===== src/rtl/timer_irq_bank_pkg.sv =====
// Shared constants and types for the timer/interrupt bank.
// Used by timer_chan and timer_irq_bank (optional feature macro: TIMER_BANK_RR_EN).
package timer_bank_pkg;

  localparam logic CFG_SEL_LIMIT = 1'b0;
  localparam logic CFG_SEL_CTRL  = 1'b1;

  localparam int CTRL_EN      = 0;
  localparam int CTRL_ONESHOT = 1;
  localparam int CTRL_MASK    = 2;

  typedef struct packed {
    logic mask;
    logic oneshot;
    logic en;
  } ctrl_t;

  // Channel-id width; a single channel still needs a 1-bit id field.
  function automatic int id_width(input int n);
    return (n > 1) ? $clog2(n) : 1;
  endfunction

endpackage


===== src/rtl/timer_irq_bank_if.sv =====
// Config-write and interrupt handshake bundle between CPU (master) and timer bank (slave).
interface timer_irq_bank_if #(
  parameter int NUM_CH = 4,
  parameter int CNT_W  = 32
);
  import timer_bank_pkg::*;

  localparam int ID_W = id_width(NUM_CH);

  logic              cfg_we;
  logic [ID_W-1:0]   cfg_ch;
  logic              cfg_sel;
  logic [CNT_W-1:0]  cfg_wdata;
  logic              irq_ack;
  logic              irq;
  logic [ID_W-1:0]   irq_id;
  logic [NUM_CH-1:0] pending;
  logic [NUM_CH-1:0] overrun;

  modport master (
    output cfg_we, cfg_ch, cfg_sel, cfg_wdata, irq_ack,
    input  irq, irq_id, pending, overrun
  );

  modport slave (
    input  cfg_we, cfg_ch, cfg_sel, cfg_wdata, irq_ack,
    output irq, irq_id, pending, overrun
  );

endinterface


===== src/rtl/timer_irq_bank_chan.sv =====
// One timer channel: counter, limit and CTRL bits; emits a one-cycle expire pulse
// during the cycle in which cnt == limit - 1.
module timer_chan
  import timer_bank_pkg::*;
#(
  parameter int CNT_W         = 32,
  parameter int DEFAULT_LIMIT = 100
) (
  input  logic             clk,
  input  logic             rstn,
  input  logic             i_we_limit,
  input  logic             i_we_ctrl,
  input  logic [CNT_W-1:0] i_wdata,
  output logic             o_expire,
  output logic             o_mask
);

  logic [CNT_W-1:0] r_cnt;
  logic [CNT_W-1:0] r_limit;
  ctrl_t            r_ctrl;
  logic             w_expire;

  // Expiry decode; a LIMIT write in the same cycle suppresses it.
  always_comb begin
    w_expire = 1'b0;
    if (r_ctrl.en && (r_limit != '0) && !i_we_limit) begin
      w_expire = (r_cnt == (r_limit - CNT_W'(1)));
    end else begin
      w_expire = 1'b0;
    end
  end

  // Counter and limit
  always_ff @(posedge clk or negedge rstn) begin
    if (!rstn) begin
      r_cnt   <= '0;
      r_limit <= CNT_W'(DEFAULT_LIMIT);
    end else if (i_we_limit) begin
      r_limit <= i_wdata;
      r_cnt   <= '0;
    end else if (w_expire) begin
      r_cnt <= '0;
    end else if (r_ctrl.en && (r_limit != '0)) begin
      r_cnt <= r_cnt + CNT_W'(1);
    end
  end

  // CTRL bits; one-shot expiry drops enable unless a CTRL write lands on the same edge
  always_ff @(posedge clk or negedge rstn) begin
    if (!rstn) begin
      r_ctrl <= '0;
    end else if (i_we_ctrl) begin
      r_ctrl.en      <= i_wdata[CTRL_EN];
      r_ctrl.oneshot <= i_wdata[CTRL_ONESHOT];
      r_ctrl.mask    <= i_wdata[CTRL_MASK];
    end else if (w_expire && r_ctrl.oneshot) begin
      r_ctrl.en <= 1'b0;
    end
  end

  assign o_expire = w_expire;
  assign o_mask   = r_ctrl.mask;

endmodule


===== src/rtl/timer_irq_bank.sv =====
// Multi-channel timer bank with sticky pending/overrun flags and a registered irq arbiter.
// Optional macro TIMER_BANK_RR_EN selects round-robin arbitration instead of fixed priority.
module timer_irq_bank
  import timer_bank_pkg::*;
#(
  parameter int NUM_CH        = 4,
  parameter int CNT_W         = 32,
  parameter int DEFAULT_LIMIT = 100
) (
  input logic             clk,
  input logic             rstn,
  timer_irq_bank_if.slave bus
);

  localparam int ID_W = id_width(NUM_CH);

  logic [NUM_CH-1:0] w_we_limit;
  logic [NUM_CH-1:0] w_we_ctrl;
  logic [NUM_CH-1:0] w_expire;
  logic [NUM_CH-1:0] w_mask;
  logic [NUM_CH-1:0] w_cand;
  logic [NUM_CH-1:0] w_ack_clr;
  logic [NUM_CH-1:0] w_pending_nxt;
  logic [NUM_CH-1:0] w_overrun_nxt;
  logic [NUM_CH-1:0] r_pending;
  logic [NUM_CH-1:0] r_overrun;
  logic [ID_W-1:0]   w_winner;
  logic [ID_W-1:0]   r_irq_id;
  logic              r_irq;
  logic              r_ack_blk;
  logic              w_ack_ok;

  // Config write decode; ids that match no channel drop the write
  always_comb begin
    w_we_limit = '0;
    w_we_ctrl  = '0;
    for (int i = 0; i < NUM_CH; i++) begin
      if (bus.cfg_we && (bus.cfg_ch == ID_W'(i))) begin
        w_we_ctrl[i]  = (bus.cfg_sel == CFG_SEL_CTRL);
        w_we_limit[i] = (bus.cfg_sel == CFG_SEL_LIMIT);
      end else begin
        w_we_ctrl[i]  = 1'b0;
        w_we_limit[i] = 1'b0;
      end
    end
  end

  for (genvar g = 0; g < NUM_CH; g++) begin : g_chan
    timer_chan #(
      .CNT_W         (CNT_W),
      .DEFAULT_LIMIT (DEFAULT_LIMIT)
    ) u_chan (
      .clk        (clk),
      .rstn       (rstn),
      .i_we_limit (w_we_limit[g]),
      .i_we_ctrl  (w_we_ctrl[g]),
      .i_wdata    (bus.cfg_wdata),
      .o_expire   (w_expire[g]),
      .o_mask     (w_mask[g])
    );
  end

  // ack_blk swallows the ack in the cycle where irq_id is still stale
  assign w_ack_ok = bus.irq_ack && r_irq && !r_ack_blk;

  // Flag update: a new expiry beats a same-cycle ack; CTRL write clears overrun
  always_comb begin
    w_ack_clr = '0;
    for (int i = 0; i < NUM_CH; i++) begin
      w_ack_clr[i] = w_ack_ok && (r_irq_id == ID_W'(i));
    end
    w_pending_nxt = w_expire | (r_pending & ~w_ack_clr);
    w_overrun_nxt = (r_overrun | (w_expire & r_pending)) & ~w_we_ctrl;
  end

  assign w_cand = r_pending & ~w_mask;

`ifdef TIMER_BANK_RR_EN
  logic [ID_W-1:0] r_rr_ptr;
  logic            w_found;
  logic            w_hit;

  // Round-robin search starting at r_rr_ptr
  always_comb begin
    w_winner = '0;
    w_found  = 1'b0;
    w_hit    = 1'b0;
    for (int k = 0; k < NUM_CH; k++) begin
      w_hit    = !w_found && w_cand[(int'(r_rr_ptr) + k) % NUM_CH];
      w_winner = w_hit ? ID_W'((int'(r_rr_ptr) + k) % NUM_CH) : w_winner;
      w_found  = w_found | w_hit;
    end
  end

  // Pointer moves past the acked channel
  always_ff @(posedge clk or negedge rstn) begin
    if (!rstn) begin
      r_rr_ptr <= '0;
    end else if (w_ack_ok) begin
      r_rr_ptr <= (r_irq_id == ID_W'(NUM_CH - 1)) ? '0 : (r_irq_id + ID_W'(1));
    end
  end
`else
  // Fixed priority, lowest index wins
  always_comb begin
    w_winner = '0;
    for (int i = NUM_CH - 1; i >= 0; i--) begin
      w_winner = w_cand[i] ? ID_W'(i) : w_winner;
    end
  end
`endif

  // Flags and registered interrupt outputs
  always_ff @(posedge clk or negedge rstn) begin
    if (!rstn) begin
      r_pending <= '0;
      r_overrun <= '0;
      r_irq     <= 1'b0;
      r_irq_id  <= '0;
      r_ack_blk <= 1'b0;
    end else begin
      r_pending <= w_pending_nxt;
      r_overrun <= w_overrun_nxt;
      r_irq     <= |w_cand;
      r_irq_id  <= w_winner;
      r_ack_blk <= w_ack_ok;
    end
  end

  assign bus.irq     = r_irq;
  assign bus.irq_id  = r_irq_id;
  assign bus.pending = r_pending;
  assign bus.overrun = r_overrun;

endmodule


===== src/flat_wrapper.sv =====
// flat-port wrapper written by rule: the top's interface ports become plain ports
module timer_irq_bank_flat import timer_bank_pkg::*;
#(
  parameter int NUM_CH        = 4,
  parameter int CNT_W         = 32,
  parameter int DEFAULT_LIMIT = 100
)
  (clk, rstn, bus_cfg_we, bus_cfg_ch, bus_cfg_sel, bus_cfg_wdata, bus_irq_ack, bus_irq, bus_irq_id, bus_pending, bus_overrun);
  timer_irq_bank_if #(.NUM_CH(NUM_CH), .CNT_W(CNT_W)) bus_i ();
  input logic clk;
  input logic rstn;
  input wire logic [$bits(bus_i.cfg_we)-1:0] bus_cfg_we;
  input wire logic [$bits(bus_i.cfg_ch)-1:0] bus_cfg_ch;
  input wire logic [$bits(bus_i.cfg_sel)-1:0] bus_cfg_sel;
  input wire logic [$bits(bus_i.cfg_wdata)-1:0] bus_cfg_wdata;
  input wire logic [$bits(bus_i.irq_ack)-1:0] bus_irq_ack;
  output wire logic [$bits(bus_i.irq)-1:0] bus_irq;
  output wire logic [$bits(bus_i.irq_id)-1:0] bus_irq_id;
  output wire logic [$bits(bus_i.pending)-1:0] bus_pending;
  output wire logic [$bits(bus_i.overrun)-1:0] bus_overrun;
  assign bus_i.cfg_we = bus_cfg_we;
  assign bus_i.cfg_ch = bus_cfg_ch;
  assign bus_i.cfg_sel = bus_cfg_sel;
  assign bus_i.cfg_wdata = bus_cfg_wdata;
  assign bus_i.irq_ack = bus_irq_ack;
  assign bus_irq = bus_i.irq;
  assign bus_irq_id = bus_i.irq_id;
  assign bus_pending = bus_i.pending;
  assign bus_overrun = bus_i.overrun;
  timer_irq_bank #(.NUM_CH(NUM_CH), .CNT_W(CNT_W), .DEFAULT_LIMIT(DEFAULT_LIMIT)) u_core (.clk(clk), .rstn(rstn), .bus(bus_i));
endmodule

===== config.mk =====
export PLATFORM = sky130hd
export DESIGN_NAME = timer_irq_bank_flat
export DESIGN_NICKNAME = d
export VERILOG_FILES = /design/src/rtl/timer_irq_bank_pkg.sv /design/src/rtl/timer_irq_bank_if.sv /design/src/rtl/timer_irq_bank_chan.sv /design/src/rtl/timer_irq_bank.sv /design/src/flat_wrapper.sv
export SDC_FILE = /design/constraint.sdc
export NUM_CORES = 1
export LEC_CHECK = 0
export ABC_AREA = 1
export BUFFER_PORTS_ARGS = -buffer_cell sky130_fd_sc_hd__buf_2
export CAP_MARGIN = 10
export CORE_AREA = 8 8 219 221
export CTS_CLUSTER_DIAMETER = 60
export DETAILED_ROUTE_END_ITERATION = 12
export DIE_AREA = 0 0 227 229
export GPL_TIMING_DRIVEN = 0
export SLEW_MARGIN = 10
export SYNTH_ARGS = -nofsm -noshare
export SYNTH_HDL_FRONTEND = slang
export SYNTH_SLANG_ARGS = --single-unit

===== constraint.sdc =====
create_clock -name clk -period 2.65 [get_ports clk]
set_clock_uncertainty 0.05 [all_clocks]
set_input_delay 0.1325 -clock clk [delete_from_list [all_inputs] [get_ports clk]]
set_output_delay 0.1325 -clock clk [all_outputs]
set_load 0.1 [all_outputs]

==> flow_summary.ini <==
[cells_and_area]
layout.nets = 3155
final_core_util_pct = 53.58
insertedDiodeCount = 0
multi_input_area_mm2 = 0.01210
fillers = 4497
syn_to_final_growth_pct = 18.08
final_common_cell = nand2_1
regArea_mm2 = 0.007024
drive_gt1_share_pct = 12.67
layout_common_cells = 890 x nand2_1, 338 x nor2_1, 308 x inv_1, 266 x dfrtp_1, 193 x xor2_1

[cts]
cts.sinks = 280
clock_latency_ns = 0.56
clock_path_buffers = 3
cts-root-buf = clkbuf_16
cts-htree-levels = 2
cts_tree = done
path_clk_slew_ns = 0.06
cts_buffers = 39

[detailed_routing]
vias = 19750
drc_errors = 0
drt_iter0_drc = 1687
vias_per_cell = 5.290
wire_per_inst_um = 17.65
antenna_left = 0
dr.pass1.iters = 6
wl_mm = 65.89

[pwr]
pwr-share-seq_pct = 34.7
ir_drop_mv = 0.5609
power.total_w = 0.01664
p_switching_w = 0.006365
power_leakage_nw = 10.98
netSwitchingFraction_pct = 38.24
power_frac_clock_pct = 34.4
power.density_mw_per_mm2 = 694.9
p_int_w = 0.01028
power_frac_comb_pct = 30.9

[place]
gp_congestion = 0.9404
portBuffers = 48
dp_hpwl_mm = 50.66

[sta]
worst_pin_slew_ns = 0.8782
fmax_ghz = 0.3880
final_max_slew_viol_count = 0
rsz0062_at_grt = true
final_hold_viol_count = 0
fin_crit_sh_pct = 97.27
min_period_ns = 2.578
setup_viol = 0
maxSlewHeadroom_pct = 41.39

[floorplan]
io_pins = 50
fp.coreArea_mm2 = 0.04470
start_util_pct = 45.38
die_area_mm2 = 0.05198
die_w_um = 227
die_h_um = 229
num_rows = 78

[worst_setup_path]
cp_max_fo = 10
r2r_cells = 16
critPathArrivalTime_ns = 2.94
rr_endpoint = u_core.g_chan[0].u_chan.r_cnt[10]
critical_path_buf_inv_count = 3
r2r_start = u_core.g_chan[0].u_chan.r_limit[0]
crit_type = flip-flop to flip-flop
reg2reg_slack_ns = 0.07
cpMaxStageDelayCell = dfrtp_1
required_ns = 3.01
worst_path_largest_cell_delay_ns = 0.42
worstSetupEndpointType = flip-flop
cp_cell_sequence = inv_4 > ha_4 > nand2_4 > nor2_4 > buf_6 > xor2_2 > nand2_1 > nor2_1 > nand2_1 > nor2_1 > nand3_1 > nor2_4 > nand2_2 > nand2_4 > buf_8 > o22ai_1
worstSetupStartpointType = flip-flop
crit_family = simple AND/OR/NAND/NOR gates

[synth]
synthArstFlopShare_pct = 100.0
ys_warn_count = 0
synth-seq-area-share_pct = 34.62
avgSynthCellArea_um2 = 6.896
synthesis.area_mm2 = 0.02028
synthDistinctLibCells = 51
synthCells = 2941
ys_seq_elements = 280
synthFlopType = dfrtp_1
syn-num-nets = 2992
synth-edff-count = 0

[global_routing]
overflow = 0
grt_pass1_wl_mm = 103.5
grt_start_max_net_pins = 89
grt_antenna_before_repair = 1
grt_usage_pct = 25.03
grt_pass1_vias = 19180

[status]
outcome = complete, no violations

[job]
max-cap-violations = 0

[hold_path]
hold_class = primary input to async pin
[per-layer routing]
| metal | track usage (%) | wire length [um] |
|---|---|---|
| met1 | 33.68 | 29420 |
| met4 | 6.998 | 1649 |
| met5 | 0 | 0 |
| met3 | 5.419 | 4860 |
| met2 | 40.13 | 29960 |
[metrics by stage]
step	cells	area [um2]	setup slack, ns	setup TNS [ns]	hold slack (ns)
global placement	3589	21270	-4.045	-1111.18	0.3493
finish	3733	23950	0.07243	0	0.02583
floorplan	2941	20280	0.3097	0	-0.2131
global route	3733	23950	-0.09992	-2.525	0.07020
CTS	3700	23240	0.003282	0	0.01734
detailed placement	3592	21370	-0.2644	-17.73	0.01833
[worst max path at each step]
stage          depth (start not counted)                               start                                end  slack, ns
4_1_cts                               14  u_core.g_chan[0].u_chan.r_limit[0]  u_core.g_chan[0].u_chan.r_cnt[16]      0.003
2_1_floorplan                         15  u_core.g_chan[0].u_chan.r_limit[0]  u_core.g_chan[0].u_chan.r_cnt[11]       0.31
5_1_grt                               16  u_core.g_chan[0].u_chan.r_limit[0]   u_core.g_chan[0].u_chan.r_cnt[6]       -0.1
3_5_place_dp                          14  u_core.g_chan[0].u_chan.r_limit[0]  u_core.g_chan[0].u_chan.r_cnt[15]      -0.26
3_3_place_gp                           1                                rstn   u_core.g_chan[1].u_chan.r_cnt[5]      -4.04
6_report                              16  u_core.g_chan[0].u_chan.r_limit[0]  u_core.g_chan[0].u_chan.r_cnt[10]       0.07
[sequential cells by signal, indices dropped and copies added (netlist names)]
register                      flops
u_core.bus.irq                    1
u_core.bus.overrun                4
u_core.bus.irq_id                 2
u_core.g_chan.u_chan.r_cnt      128
u_core.g_chan.u_chan.o_mask       4
u_core.r_ack_blk                  1
u_core.g_chan.u_chan.r_limit    128
u_core.bus.pending                4
u_core.g_chan.u_chan.r_ctrl       8
[final cells by class]
cell class | instances | area share (%)
inverters | 322 | 5.068
clock buffers | 55 | 4.880
multi-input cells | 2267 | 50.54
repair buffers | 120 | 4.279
plain buffers | 74 | 1.771
well taps | 600 | 3.135
flip-flops and latches | 280 | 29.33
clock inverters | 15 | 0.9979
[Yosys cell counts, types with 10 or more instances]
| cell | instances | area, um2 |
|---|---|---|
| dfstp_2 | 12 | 315.3 |
| inv_1 | 316 | 1186 |
| nand3b_1 | 62 | 465.5 |
| nor3_1 | 55 | 275.3 |
| o21ai_2 | 20 | 175.2 |
| nor4_1 | 14 | 87.58 |
| nor2_2 | 30 | 187.7 |
| o22ai_2 | 10 | 125.1 |
| nor2_1 | 369 | 1385 |
| nand2_2 | 12 | 75.07 |
| o21ai_1 | 61 | 305.3 |
| o22ai_1 | 10 | 62.56 |
| nand4_1 | 54 | 337.8 |
| ha_1 | 12 | 150.1 |
| nor2_4 | 16 | 180.2 |
| dfrtp_1 | 268 | 6706 |
| xor2_1 | 197 | 1725 |
| nand3_1 | 158 | 790.8 |
| a21oi_1 | 13 | 65.06 |
| o21ai_0 | 157 | 785.8 |
| xnor2_1 | 59 | 516.8 |
| clkbuf_1 | 54 | 202.7 |
| nand2_1 | 902 | 3386 |
[timing repair]
item	CTS	global route
buffers inserted	4	28
hold endpoints to repair	394	0
cloned	0	5
setup endpoints to repair	127	137
resized for setup	28	119
hold buffers	34	0
pin swaps	7	21
[worst reg2reg max path, stage by stage (launching register included)]
cell	delay [ns]
dfrtp_1	0.42
inv_4	0.12
ha_4	0.17
nand2_4	0.09
nor2_4	0.20
buf_6	0.13
xor2_2	0.16
nand2_1	0.07
nor2_1	0.12
nand2_1	0.06
nor2_1	0.08
nand3_1	0.13
nor2_4	0.19
nand2_2	0.10
nand2_4	0.13
buf_8	0.15
o22ai_1	0.07
[power groups by stage]
stage	registers, W	clock network, W	logic (W)
global placement	0.00579	0	0.00460
floorplan	0.00581	0	0.00327
detailed placement	0.00580	0	0.00470
finish	0.00578	0.00572	0.00514
global route	0.00584	0.00599	0.00576
CTS	0.00574	0.00586	0.00483
[kinds of logic (layout without fill, tap and decap cells)]
group                      after synthesis  in the layout  synth area share, %
adders and majority gates               12             12               0.7403
and+or+nand+nor                       1714           1716                37.50
AOI/OAI and AO/OA                      280            280                7.884
buffers and inverters                  396            586                7.872
DFF                                    280            280                34.62
xor gates and xnor gates               259            259                11.39
(Power assumes the default switching activity.)
